<file path="src/rtl/dmem_arbiter.sv">
// Two-master arbiter in front of a single-port data memory.
// Port 0 (CPU) normally wins contention. Port 1 (DMA/display) is guaranteed
// a grant after STARVE_LIMIT consecutive lost cycles. Either port can lock
// the memory across back-to-back accesses.
module dmem_arbiter #(
  parameter int DBITS        = 32,
  parameter int ADDR_BITS    = 11,
  parameter int STARVE_LIMIT = 4
) (
  input  logic                 clk,
  input  logic                 reset,
  input  logic                 req0,
  input  logic                 req1,
  input  logic                 lock0,
  input  logic                 lock1,
  input  logic                 we0,
  input  logic                 we1,
  input  logic [ADDR_BITS-1:0] addr0,
  input  logic [ADDR_BITS-1:0] addr1,
  input  logic [DBITS-1:0]     wdata0,
  input  logic [DBITS-1:0]     wdata1,
  output logic                 gnt0,
  output logic                 gnt1,
  output logic                 rvalid0,
  output logic                 rvalid1,
  output logic [DBITS-1:0]     rdata,
  output logic                 mem_en,
  output logic                 mem_we,
  output logic [ADDR_BITS-1:0] mem_addr,
  output logic [DBITS-1:0]     mem_wdata,
  input  logic [DBITS-1:0]     mem_rdata
);

  typedef enum logic [1:0] {
    ARB   = 2'd0,
    LOCK0 = 2'd1,
    LOCK1 = 2'd2
  } state_t;

  localparam logic [3:0] LIMIT = 4'(STARVE_LIMIT);

  state_t     state_q, state_d;
  logic [3:0] starve_q, starve_d;
  logic       rvalid0_q, rvalid0_d;
  logic       rvalid1_q, rvalid1_d;
  logic       starve_hit;
  logic       acc0, acc1;

  assign starve_hit = (starve_q == LIMIT);

  // Grant decision: the lock owner is exclusive, otherwise port 0 has priority
  // unless port 1 has been starved for the full limit. No grants during reset.
  always_comb begin
    gnt0 = 1'b0;
    gnt1 = 1'b0;
    if (!reset) begin
      case (state_q)
        LOCK0: gnt0 = req0;
        LOCK1: gnt1 = req1;
        default: begin
          if (req0 && req1) begin
            gnt0 = !starve_hit;
            gnt1 = starve_hit;
          end else begin
            gnt0 = req0;
            gnt1 = req1;
          end
        end
      endcase
    end
  end

  assign acc0 = req0 && gnt0;
  assign acc1 = req1 && gnt1;

  // Next-state: lock is taken or kept only by an accepted access with lock
  // set, so a dropped req or lock in a LOCK state falls back to ARB.
  // The starve counter keeps running while port 0 holds a lock.
  always_comb begin
    state_d = ARB;
    if (acc0 && lock0) begin
      state_d = LOCK0;
    end else if (acc1 && lock1) begin
      state_d = LOCK1;
    end

    starve_d = 4'd0;
    if (req1 && !gnt1) begin
      starve_d = (starve_q < LIMIT) ? starve_q + 4'd1 : starve_q;
    end

    rvalid0_d = acc0 && !we0;
    rvalid1_d = acc1 && !we1;
  end

  // Single state register for the arbiter FSM, starve counter and read-valid flags.
  always_ff @(posedge clk) begin
    if (reset) begin
      state_q   <= ARB;
      starve_q  <= 4'd0;
      rvalid0_q <= 1'b0;
      rvalid1_q <= 1'b0;
    end else begin
      state_q   <= state_d;
      starve_q  <= starve_d;
      rvalid0_q <= rvalid0_d;
      rvalid1_q <= rvalid1_d;
    end
  end

  // A read accepted just before reset must not surface while reset is high.
  assign rvalid0 = rvalid0_q && !reset;
  assign rvalid1 = rvalid1_q && !reset;
  assign rdata   = (rvalid0 || rvalid1) ? mem_rdata : '0;

  // Memory command mux: the accepted port drives the bus, idle bus is all zero.
  always_comb begin
    mem_en    = 1'b0;
    mem_we    = 1'b0;
    mem_addr  = '0;
    mem_wdata = '0;
    if (acc0) begin
      mem_en    = 1'b1;
      mem_we    = we0;
      mem_addr  = addr0;
      mem_wdata = wdata0;
    end else if (acc1) begin
      mem_en    = 1'b1;
      mem_we    = we1;
      mem_addr  = addr1;
      mem_wdata = wdata1;
    end
  end

endmodule

</file>
<file path="config.mk">
export PLATFORM = sky130hd
export DESIGN_NAME = dmem_arbiter
export DESIGN_NICKNAME = d
export VERILOG_FILES = /design/src/rtl/dmem_arbiter.sv
export SDC_FILE = /design/constraint.sdc
export NUM_CORES = 1
export LEC_CHECK = 0
export CAP_MARGIN = 20
export CORE_AREA = 3 3 80 82
export CTS_BUF_LIST = sky130_fd_sc_hd__clkbuf_4
export DETAILED_ROUTE_END_ITERATION = 10
export DIE_AREA = 0 0 83 85
export DONT_BUFFER_PORTS = 1
export GPL_TIMING_DRIVEN = 0
export PLACE_DENSITY = 0.33
export SYNTH_ARGS = -nofsm -noshare
export SYNTH_HDL_FRONTEND = slang
export SYNTH_SLANG_ARGS = --single-unit
</file>
<file path="constraint.sdc">
create_clock -name clk -period 2.02 [get_ports clk]
set_input_delay 0.404 -clock clk [delete_from_list [all_inputs] [get_ports clk]]
set_output_delay 0.404 -clock clk [all_outputs]
set_load 0.1 [all_outputs]
</file>
# Yosys cells after proc, flatten, opt, wreduce, memory -nomap -nowiden
# Index checks and enable logic that the tools add are counted.
# word_totals
wordCells	46
reg_bits	8
# op_classes
mux	17
eq_ne	3
bitwise	1
n_addsub	1
n_reduce_logical	18
order_cmp	1
# ops
cell	n
$mux W32	3
$mux W11	2
$logic_and A1 B1 Y1	10
$mux W1	9
$logic_not A1 Y1	5
$add A4 B1 Y4 const B	1
$eq A4 B3 Y1 const B	1
$lt A4 B3 Y1 const B	1
$pmux W1 S2	2
$reduce_or A2 Y1	2
$eq A2 B1 Y1 const B	1
$eq A2 B2 Y1 const B	1
$mux W2	1
$logic_or A1 B1 Y1	1
$not A1 Y1	1

# Longest topological paths before layout
# logic_depth
depth_word	8
depth_mapped	8

# Worst setup path before layout
# OpenSTA, ideal clock, no wires.
# synth_timing
path_type	flip-flop to output port
startpoint	register state_q[0]
endpoint	output mem_en
n_path_buf	0
stages_incl_launch_ff	7
arrival_time_ns	2.586
setup_slack_ns	-0.970
required_ns	1.616
path_cell_list	dfxtp_1 inv_1 ha_1 and4_1 nand3_2 and2_1 o21bai_1
# synth_via
elab_chain_cells	6
word_cells_on_any_way	10
# synth_rtl
item	line_no	text
start: declaration	42	state_t state_q, state_d;
start signal: assignment	104	state_q <= state_d;
$eq A2 B2 Y1 or $eq A2 B1 Y1 (tied branches)	57	case (state_q)
$pmux W1 S2	57	
$mux W1	56	if (!reset) begin
$logic_and A1 B1 Y1	74	assign acc1 = req1 && gnt1;
$mux W1	127	end else if (acc1) begin
$mux W1 (*)	122	if (acc0) begin
end: declaration	27	output logic mem_en,
# Mark *: on every way between the ends. The rest lies on a longest branch, timed or not.

# Worst setup path after layout
# layout_timing
startpoint	register state_q[0]
endpoint	output mem_wdata[20]
# layout_via
elab_chain_cells	6
word_cells_on_any_way	10
# layout_rtl
item	line_no	text
$eq A2 B2 Y1 or $eq A2 B1 Y1 (tied branches)	57	
$pmux W1 S2	57	
$mux W1	56	
$logic_and A1 B1 Y1	74	
$mux W32	127	
$mux W32 (*)	122	
end: declaration	30	output logic [DBITS-1:0] mem_wdata,
# Marked as above.

==> summary.md <==
| Metric | Value |
|---|---|
| Detail Route Antenna Nets | 0 |
| Critical path class | register to output pin |
| Tmin final | 2468 ps |
| Number of CTS-inserted buffers | 3 |
| Antenna Cells | 0 |
| YS warnings | 0 |
| Synth Register Bits | 8 |
| CP Capture Type | output pin |
| Area delta synth->final | 79.66% |
| R2R Setup Slk | 430 ps |
| Failing checks | negative setup slack |
| Initial antenna violation count | 0 |
| Root Buffer | clkbuf_4 |
| Site Rows | 28 |
| RSZ-0062 raised after global routing | true |
| Worst-margin pin slew | 1082 ps |
| Tcrit/Tclk final | 122.2% |
| Core area | 0.005816 mm² |
| Startpoint Class | register |
| Most frequent CP cell | buf_12 |
| Top cells by area, synth | a22o_1, and2_1, dfxtp_1 |
| Dpl ws | -392.5 ps |
| Mean Syn Cell Area | 7.954 µm² |
| CP max stage delay | 370 ps |
| Share of the synthesized area in the top cell type | 34.61% |
| IO Pins | 207 |
| Worst Path Arrival | 2060 ps |
| Worst-path maximum fanout | 10 |
| DRC | 0 |
| Post-Synth Simple-Gate Area | 29.21% |
| Share of cells above drive strength 1 | 77.92% |
| Starting Density | 19.15% |
| Power Dens Cells | 631.0 mW/mm² |
| Dpl hpwl | 4.271 mm |
| Crit path to | mem_wdata[20] |
| Finished Layout Cells | 229 |
| Synth Area in Compound Gates | 41.35% |
| DIE WIDTH | 83 µm |
| HP Start | we0 |
| Detailed Routing Iterations Pass 1 | 2 |
| Yosys cell types | 26 |
| Clock Skews | 1.588 ps |
| Worst-case clock buffer depth | 2 |
| Worst slew margin | 27.53% |
| Routability cong. | 0.7587 |
| Stages on worst setup path | 8 |
| Global-route wire length before repair | 6.920 mm |
| Vias | 1193 |
| Hold_buf cts | 0 |
| WL/cell | 21.65 µm |
| Seq/Total Area, Yosys | 14.38% |
| Worst r2r src | state_q[0]$_SDFF_PP0_ |
| Vias per inst | 5.210 |
| IO Port Bufs | 0 |
| Skew-Pair Late Insertion Delay | 250 ps |
| Worst Path Buf+Inv | 3 |
| Max Transition Viols Final | 0 |
| Cell count after synthesis | 140 |
| Clock transition at the registers of the reported paths | 50 ps |
| Total grt overflow | 0 |
| WP data required | 1620 ps |
| IR drop worst, VDD | 0.2628 mV |
| Final Net Count | 286 |
| H-tree depth | 1 |
| Synthesized cell area | 0.001114 mm² |
| Full die area | 0.007055 mm² |
| Main combinational cell family by area after synthesis | compound AO/OA/AOI/OAI gates |
| Critical Path Source | state_q[0]$_SDFF_PP0_ |
| Starting DRT DRC Count | 4 |
| Post-synth top area cell | a22o_1 |
| Mux cell area share after synthesis | 0% |
| Reg2Reg Depth | 7 |
| Post-Route WL | 4.957 mm |
| Hold Vio Cnt, Final | 0 |
| XOR/XNOR share of the synthesized area | 0.7865% |
| Slowest CP cell | a22o_4 |
| Number of global-route vias before repair | 1260 |
| Fmax achieved | 405.2 MHz |
| Hold/Removal Path Class | primary input to register |
| Top delay family on crit path | simple AND/OR/NAND/NOR gates |
| Max_cap viols | 0 |
| TNS Setup | -19430 ps |
| Pin count of the biggest net entering global routing | 11 |
| Crit path cell chain | inv_2, ha_4, and4_4, nand3_4, and2_4, buf_12, buf_12, a22o_4 |
| Run status | finished with violations |
| Post-Synth Adder-Cell Area | 4.494% |
| Clock Sinks | 8 |
| Syn_nets | 270 |
| Hold_ws | 222.6 ps |
| Total Routing Usage GR | 11.97% |
| Chip height | 85 µm |
| Setup Viol. Count Final | 46 |
| Final worst setup slack | -447.7 ps |
| CTS tree | done |
| Cell leakage power | 0.0009005 µW |
| Power Total | 1262 µW |
| Worst r2r dst | rvalid0_q$_SDFF_PP0_ |
| Placed Instances | 215 |
worst min-delay path by stage:
stage	slack [ps]	endpoint	cells past startpoint
5_1_grt	200	rvalid1_q$_SDFF_PP0_	1
6_report	220	rvalid0_q$_SDFF_PP0_	1
2_1_floorplan	470	starve_q[1]$_SDFFE_PP0N_	2
4_1_cts	210	rvalid1_q$_SDFF_PP0_	1
3_3_place_gp	480	rvalid0_q$_SDFF_PP0_	1
3_5_place_dp	480	rvalid1_q$_SDFF_PP0_	1
sequential cells by signal (all words and copies together) (netlist names):
| name | count |
|---|---|
| starve_q | 4 |
| state_q | 2 |
| rvalid0_q | 1 |
| rvalid1_q | 1 |
cell usage after synthesis, drive strengths merged:
master,n
a22o,44
and2,34
buf,10
dfxtp,8
nor2,8
inv,6
a21oi,4
ha,4
clkbuf,3
nand2,3
nor2b,3
nor3,2
a21o,1
and3,1
and4,1
nand2b,1
nand3,1
nand4b,1
o21a,1
o21ai,1
o21bai,1
o311ai,1
xnor2,1
layer usage:
layer | share of wire [%] | up-vias | global-route usage, %
met2 | 56 | 88 | 23.18
met4 | 0.32 | 0 | 2.675
met5 | 0 | - | 0
met1 | 35 | 560 | 13.03
li1 | - | 543 | -
met3 | 8.4 | 2 | 3.010
timing repair:
item,CTS,global route
endpoints found under the hold margin,0,0
resized for setup,40,12
endpoints found under the setup margin,79,67
gates cloned,1,2
pin swaps,4,8
buffers inserted,7,1
cell type report:
cell class / instances / area (µm²)
fill: 585 / 3815
sequential: 8 / 162.7
buffer: 13 / 177.7
clock buffer: 3 / 22.52
timing repair buffer: 11 / 155.1
multi-input combinational: 113 / 1366
tap: 75 / 93.84
inverter: 6 / 22.52
logic make-up (layout without fill, tap and decap cells):
family	Yosys count	count (layout)
buffers and inverters	19	33
xor gates and xnor gates	1	1
and+or+nand+nor	55	55
adders and majority gates	4	4
AOI/OAI and AO/OA	53	53
DFF	8	8
per-stage QoR:
step,utilization (%),instance area (µm²)
after floorplan,-,1619
after global placement,29.45,1713
after detailed placement,29.54,1718
after CTS,32.81,1908
after global routing,34.40,2001
final,34.40,2001
placed cells by master, fill, tap and decap left out, types with 2 or more instances in the layout:
master      n
nor2_1      5
buf_4       7
inv_1       5
ha_1        3
clkbuf_4    3
and2_4     32
dfxtp_2     2
nor2b_2     2
nor2_2      2
a22o_4     44
a21oi_1     3
dfxtp_1     6
clkbuf_2    3
buf_12      7
nand2_1     3
buf_6       2
and2_2      2
clkbuf_16   2
where the power goes:
part	switching [µW]	leakage [µW]	internal (µW)	total [µW]
logic	741	0.000821	233	975
registers	3.76	0.0000659	163	167
clock network	52.8	0.0000138	67.9	121
total	798	0.000900	464	1260
No activity file was read; power rests on OpenSTA's default activity.
